File: config.mk
export PLATFORM = sky130hd
export DESIGN_NAME = serial_negator_ctrl
export DESIGN_NICKNAME = d
export VERILOG_FILES = /design/src/rtl/serial_negator_ctrl.sv
export SDC_FILE = /design/constraint.sdc
export NUM_CORES = 1
export LEC_CHECK = 0
export CAP_MARGIN = 10
export CORE_AREA = 2 2 55 57
export CTS_BUF_LIST = sky130_fd_sc_hd__clkbuf_2
export DETAILED_ROUTE_END_ITERATION = 8
export DIE_AREA = 0 0 57 59
export GPL_TIMING_DRIVEN = 0
export PLACE_DENSITY = 0.73
export RECOVER_POWER = 50
export SYNTH_ARGS = -nofsm -noshare
export SYNTH_HDL_FRONTEND = slang
export SYNTH_SLANG_ARGS = --single-unit
File: constraint.sdc
create_clock -name CLK -period 2.2 [get_ports CLK]
set_input_delay 0.66 -clock CLK [delete_from_list [all_inputs] [get_ports CLK]]
set_output_delay 0.66 -clock CLK [all_outputs]
set_load 0.02 [all_outputs]
File: src/rtl/serial_negator_ctrl.sv
// serial_negator_ctrl: LSB-first bit-serial two's-complement negator with valid/ready in and out.
// Define SERIAL_NEGATOR_OVF_DETECT_EN to add the Ovf output (operand was the most negative value).
module serial_negator_ctrl #(
    parameter int WIDTH = 8
) (
    input  logic             CLK,
    input  logic             Reset,
    input  logic             In_Valid,
    output logic             In_Ready,
    input  logic [WIDTH-1:0] Din,
    output logic             Out_Valid,
    input  logic             Out_Ready,
    output logic [WIDTH-1:0] Dout,
    output logic             Busy
`ifdef SERIAL_NEGATOR_OVF_DETECT_EN
    ,
    output logic             Ovf
`endif
);
    localparam int CW = $clog2(WIDTH) + 1;

    typedef enum logic [1:0] {IDLE, SHIFT, DONE} state_t;

    state_t           state, state_nx;
    logic [WIDTH-1:0] sh, res, dout_q;
    logic [CW-1:0]    cnt;
    logic             s, x, n, last, accept, retire;

    assign x      = sh[0];
    assign n      = s ? ~x : x;
    assign last   = cnt == CW'(WIDTH - 1);
    assign accept = state == IDLE && In_Valid;
    assign retire = state == DONE && Out_Ready;

    always_ff @(negedge CLK or negedge Reset) begin
        if (!Reset) state <= IDLE;
        else        state <= state_nx;
    end

    always_comb begin
        state_nx = state;
        case (state)
            IDLE:    state_nx = accept ? SHIFT : IDLE;
            SHIFT:   state_nx = last ? DONE : SHIFT;
            DONE:    state_nx = retire ? IDLE : DONE;
            default: state_nx = IDLE;
        endcase
    end

    always_comb begin
        In_Ready  = Reset && state == IDLE;
        Out_Valid = state == DONE;
        Busy      = state != IDLE;
        Dout      = dout_q;
    end

    // Copy bits up to and including the first 1, invert every bit after it.
    always_ff @(negedge CLK or negedge Reset) begin
        if (!Reset) begin
            sh     <= '0;
            res    <= '0;
            dout_q <= '0;
            cnt    <= '0;
            s      <= 1'b0;
        end else if (accept) begin
            sh  <= Din;
            res <= '0;
            cnt <= '0;
            s   <= 1'b0;
        end else if (state == SHIFT) begin
            s   <= s | x;
            res <= {n, res[WIDTH-1:1]};
            sh  <= sh >> 1;
            cnt <= cnt + 1'b1;
            if (last) dout_q <= {n, res[WIDTH-1:1]};
        end
    end

`ifdef SERIAL_NEGATOR_OVF_DETECT_EN
    logic ovf;

    always_ff @(negedge CLK or negedge Reset) begin
        if (!Reset)      ovf <= 1'b0;
        else if (accept) ovf <= Din == {1'b1, {(WIDTH-1){1'b0}}};
        else if (retire) ovf <= 1'b0;
    end

    assign Ovf = ovf & Out_Valid;
`endif
endmodule

==> impl_metrics.yaml, run 1 <==
global_routing:
  antenna_found_initial: 0
  grt_pass1_vias: 1066
  overflow: 0
  grt_pass1_wl_mm: 4.75
  track_usage_pct: 18.7
  grt_max_degree: 20
synthesis:
  synthCells: 113
  yosysTopAreaCellShare_pct: 57.0
  synthDistinctLibCells: 26
  synth-main-ff-cell: "dfrtn_1"
  synthTopCellsByArea: "dfrtn_1 57%, mux2_2 7.7%, a22o_1 5.3%"
  async_reset_ff_share_pct: 100
  synthesis.area_um2: 1320
  ys_ff_latch: 30
  ys_warn_count: 0
  avgSynthCellArea_um2: 11.7
  synth-edff-count: 0
  yosysSeqAreaShare_pct: 57.0
  synth_fp_nets: 127
  synth_top_cell_by_area: "dfrtn_1"
floorplanning:
  rows: 19
  io_pins: 23
  start_util_pct: 48.6
  die_w_um: 57
  die_y_um: 59
  dieArea_um2: 3360
  core_area_um2: 2710
timing:
  setup_slack_ps: -742
  max-slew-margin-rel_pct: 51.0
  worst_pin_slew_ps: 731
  setup_viol: 24
  drv_slew: 0
  fin_worst_skew_ps: 17.6
  hold_viol: 0
  rsz0062_at_grt: "true"
cts:
  numCtsBuffers: 5
  cts_root_buffer: "clkbuf_2"
  clock-sinks: 30
  path_clk_slew_ps: 120
  cts_buffer_depth: 2
  clock_latency_ps: 330
  cts_tree: "yes"
  cts_htree_levels: 2
  cts-hold-fix-buffers: 0
outcome:
  status: "finished, violations left"
  violations: "setup timing"
placement:
  numPlacedInstances: 166
  gp_congestion: 0.705
  numPortBuffers: 21
  hpwlAfterDp_mm: 1.84
flow_run:
  drv_cap: 0
route:
  avgViaCountPerCell: 5.53
  ant_nets: 0
  first_pass_iters: 4
  routed_wl_mm: 2.73
  wl_met2_mm: 1.32
  wl_met1_mm: 1.23
  drc_errors: 0
  via_count: 1001
  top_layer_used: "met4"
  routedWlPerCell_um: 15.1
  dr_wl_met3_um: 140
  drt_iter0_drc: 14
power:
  irDropWorstVdd_uv: 892
  leakage_uw: 0.000806
  finalPower_uw: 2230
  powerDensity_nw_per_um2: 1270
setup_path:
  path_class: "flop to output port"
  end_kind: "output port"
  cp-start-kind: "flop"
  critPathMaxFanout: 4
  cp.arrival_ps: 2280
  critPathRequiredTime_ps: 1540
min_path:
  hold_class: "flop to flop"
final_layout:
  fin_nets: 163
  layout-drive-gt1-share_pct: 36.0
  diodes: 0
  area_delta_synth_final_pct: 33.1
  fin_cells: 181
  fin_util_pct: 64.7
[area by class of cell]
cell class              count  area, µm²
fillers                   221        956
flip-flops and latches     30        751
multi-input cells          71        564
repair buffers             30        303
well taps                  31       38.8
plain buffers               6       37.5
clock buffers               5       25.0
inverters                   5       18.8
clock inverters             3       16.3
[routing by layer]
metal / vias up / global-route usage (%)
li1: 479 / -
met1: 495 / 23.2
met2: 23 / 30.7
met3: 4 / 5.02
met4: 0 / 8.64
met5: - / 0
[Yosys cell counts (2+ instances only)]
cell,n
a21oi_1,8
a22o_1,8
a22oi_1,7
buf_2,2
clkbuf_1,4
dfrtn_1,30
ha_1,2
inv_1,5
mux2_2,9
nand2_1,3
nor2_1,3
nor2b_1,10
o21ai_0,9
[power by group]
group | total (µW) | switching [µW] | internal, µW
clock | 264 | 192 | 72.4
combinational | 988 | 453 | 535
sequential | 980 | 178 | 803
[cells by family after synthesis]
kind of cell / after synthesis / synth area share, %
AND/OR/NAND/NOR: 21 / 9.50
AO/OA/AOI/OAI: 39 / 20.0
flip-flops: 30 / 57.0
buffers and inverters: 12 / 3.89
multiplexers: 9 / 7.69
adder cells (fa/ha/maj): 2 / 1.90
[critical path, cell delays in order, from the launching register on]
cell	delay, ps
dfrtn_1	400
or2_4	250
nor2_4	80
buf_6	120
[registers in the layout (all words and copies together) (netlist names)]
signal / count
Dout: 8
sh: 8
res: 7
cnt: 4
state: 2
s: 1
[per-stage QoR]
step | hold WS (ps) | worst slack [ps] | setup TNS, ps | area (µm²)
finish | 458 | -742 | -6060 | 1750
global route | 479 | -831 | -7330 | 1750
CTS | 462 | -755 | -5870 | 1780
detailed placement | 448 | -1080 | -27470 | 1670
global placement | 445 | -1520 | -46570 | 1650
floorplan | 421 | -506 | -6880 | 1400
[worst paths after layout]
path	from	end	slack (ps)	cells past startpoint
max	state[1]	In_Ready	-740	3
min	s	s	460	2
max reg2reg	cnt[0]	Dout[7]	250	4
min reg2reg	s	s	460	2
max in group asynchronous	Reset	res[6]	200	2
min in group asynchronous	Reset	cnt[3]	1450	1
[cells in the final DEF, fill, tap and decap left out, types with 2 or more instances in the layout]
master            n
nor2b_1           8
inv_1             5
mux2_2            9
clkbuf_2          5
clkdlybuf4s50_1   5
a21oi_2           7
dlygate4sd2_1     4
ha_1              2
o21ai_1           8
nor2b_4           2
nand2_1           4
dfrtn_1          30
a22o_1            8
buf_6            11
clkbuf_1          3
a22oi_1           7
nor2_1            2
buf_4            10
[what timing repair did]
action                     4_1_cts  5_1_grt
setup buffers                    8        0
gates resized for setup         72        2
pin swaps                        3        2
setup endpoints to repair       47       14
No activity file was read; power rests on OpenSTA's default activity.
==> run 2, diff against run 1 <==
- TNS_END_PERCENT: default -> 30
==> run 2 against run 1 <==
Register-to-register slack improved by 70 ps. Flip-flop and latch count unchanged. Total power increased by 0.37%. Clock-buffer cell count unchanged. First-iteration DRC count increased to 3.6 times the previous value. The run still ends with setup timing left. Clock power about the same. Critical path depth unchanged. Largest cell class unchanged. Critical path type unchanged. Core utilization decreased by 0.97 points. Combinational power decreased by 0.7%. Critical endpoint unchanged. Cell area decreased by 1.5%. Final cell count decreased by 2.2%. Clock skew decreased by 2.8 ps.
==> impl_metrics.yaml, run 2 (synthesis gave the netlist of run 1 again) <==
timing:
  worst_pin_slew_ps: 489
  drv_slew: 0
  rsz0062_at_grt: "true"
  hold_viol: 0
  setup_viol: 11
  fin_worst_skew_ps: 14.8
  fin_setup_tns_ps: -5730
  setup_slack_ps: -798
  max-slew-margin-rel_pct: 67.4
global_routing:
  grt_pass1_vias: 1064
  busiest_layer: "met2"
  grt_max_degree: 20
  grt_pass1_wl_mm: 4.98
  overflow: 0
  track_usage_pct: 19.7
  grtUsageMet3_pct: 7.21
  met1_usage_pct: 24.2
  antenna_found_initial: 0
  grt_use_met2_pct: 32.8
setup_path:
  cp-start-kind: "flop"
  cp_cell_sequence: "or2_4 -> nor2_4 -> buf_6"
  worstReg2RegStart: "state[1]"
  slowest_stage: "dfrtn_1"
  critPathMaxFanout: 5
  r2r-end: "Dout[7]"
  path_class: "flop to output port"
  r2r_slack_ps: 320
  end_kind: "output port"
  critPathRequiredTime_ps: 1540
  slowest_delay_ps: 420
  cp.arrival_ps: 2340
  rr_worst_depth: 5
power:
  p_int_uw: 1390
  pwr-share-comb_pct: 43.8
  p_sw_share_pct: 37.8
  powerDensity_nw_per_um2: 1300
  leakage_uw: 0.000820
  power.net_switching_uw: 846
  clockPowerShare_pct: 11.9
  irDropWorstVdd_uv: 852
  power_frac_seq_pct: 44.3
final_layout:
  finalInstanceArea_um2: 1730
  diodes: 0
  fin_cells: 177
  area_delta_synth_final_pct: 31.1
  multi_input_area_um2: 569
  final_common_cell: "dfrtn_1"
  final_cell_mix: "30 x dfrtn_1, 10 x buf_6, 9 x mux2_2"
  layout-drive-gt1-share_pct: 35.6
  fin_nets: 159
  fillers: 224
  regArea_um2: 751
floorplanning:
  start_util_pct: 48.6
  die_y_um: 59
  die_w_um: 57
  dieArea_um2: 3360
  rows: 19
  core_area_um2: 2710
  io_pins: 23
cts:
  cts_tree: "yes"
  cts_htree_levels: 2
  cts-hold-fix-buffers: 0
  cts_root_buffer: "clkbuf_2"
  numCtsBuffers: 5
  clock_latency_ps: 320
  clock-sinks: 30
  cts_buffer_depth: 2
  path_clk_slew_ps: 110
outcome:
  violations: "setup timing"
  status: "finished, violations left"
route:
  routedWlPerCell_um: 16.3
  drt_iter0_drc: 50
  drc_errors: 0
  ant_nets: 0
  avgViaCountPerCell: 5.67
  routed_wl_mm: 2.88
  via_count: 1003
  first_pass_iters: 4
flow_run:
  drv_cap: 0
placement:
  gp_congestion: 0.772
  numPlacedInstances: 166
  hpwlAfterDp_mm: 1.99
  numPortBuffers: 21
  postPlaceCellArea_um2: 1620
  post-place-ws_ps: -1170
min_path:
  hold_depth: 1
  min_to: "res[1]"
  hold_class: "flop to flop"
  holdCritStartpoint: "res[1]"
-- run 2: cell types whose count changed in the layout (fill, tap and decap cells not counted), moves of 2 or more --
cell | previous run | this run
a21oi_1 | 1 | 4
a21oi_2 | 7 | 4
buf_4 | 10 | 7
clkdlybuf4s50_1 | 5 | 3
dlygate4sd2_1 | 4 | 2
dlymetal6s2s_1 | 1 | 4
o21ai_0 | 1 | 3
o21ai_1 | 8 | 5
-- run 2: per-stage QoR --
step | util [%] | hold slack (ps) | power, µW
after CTS | 62.9 | 465 | 2250
after detailed placement | 59.6 | 456 | 1910
after global placement | 59.0 | 444 | 1860
after floorplan | - | 421 | 1570
final | 63.8 | 462 | 2240
after global routing | 63.8 | 489 | 2400
-- run 2: timing repair --
item	4_1_cts	5_1_grt
pin swaps	1	6
resized for setup	75	15
setup buffers	4	1
endpoints found under the setup margin	59	54
-- run 2: area by class of cell --
| cell class | instances | share of cell area, % |
|---|---|---|
| inverter | 5 | 1.09 |
| timing repair buffer | 27 | 15.8 |
| clock buffer | 5 | 1.45 |
| buffer | 5 | 2.10 |
| tap | 31 | 2.24 |
| clock inverter | 3 | 0.941 |
| multi-input combinational | 71 | 32.9 |
| sequential | 30 | 43.4 |
-- run 2: routing by layer --
metal  up-vias  wire length, µm
met3         2              166
met5         -                0
met4         0               10
met1       508             1200
li1        467                -
met2        26             1500
-- run 2: critical path: cells and delay by family (launching register included) --
kind          cells  cell delay [ps]
flops             1              420
simple gates      2              380
buf+inv           1              120
-- run 2: worst max path at each step --
stage	startpoint	to	depth (start not counted)	slack [ps]
2_1_floorplan	state[1]	In_Ready	3	-510
3_3_place_gp	Reset	In_Ready	4	-1540
3_5_place_dp	Reset	In_Ready	4	-1170
4_1_cts	state[1]	In_Ready	4	-870
5_1_grt	state[1]	In_Ready	3	-870
6_report	state[1]	In_Ready	3	-800
-- run 2: power groups by stage --
stage | logic (µW) | clock network [µW] | registers, µW
2_1_floorplan | 541 | 0 | 1030
3_3_place_gp | 884 | 0 | 978
3_5_place_dp | 921 | 0 | 994
4_1_cts | 980 | 282 | 988
5_1_grt | 1070 | 302 | 1020
6_report | 981 | 266 | 994
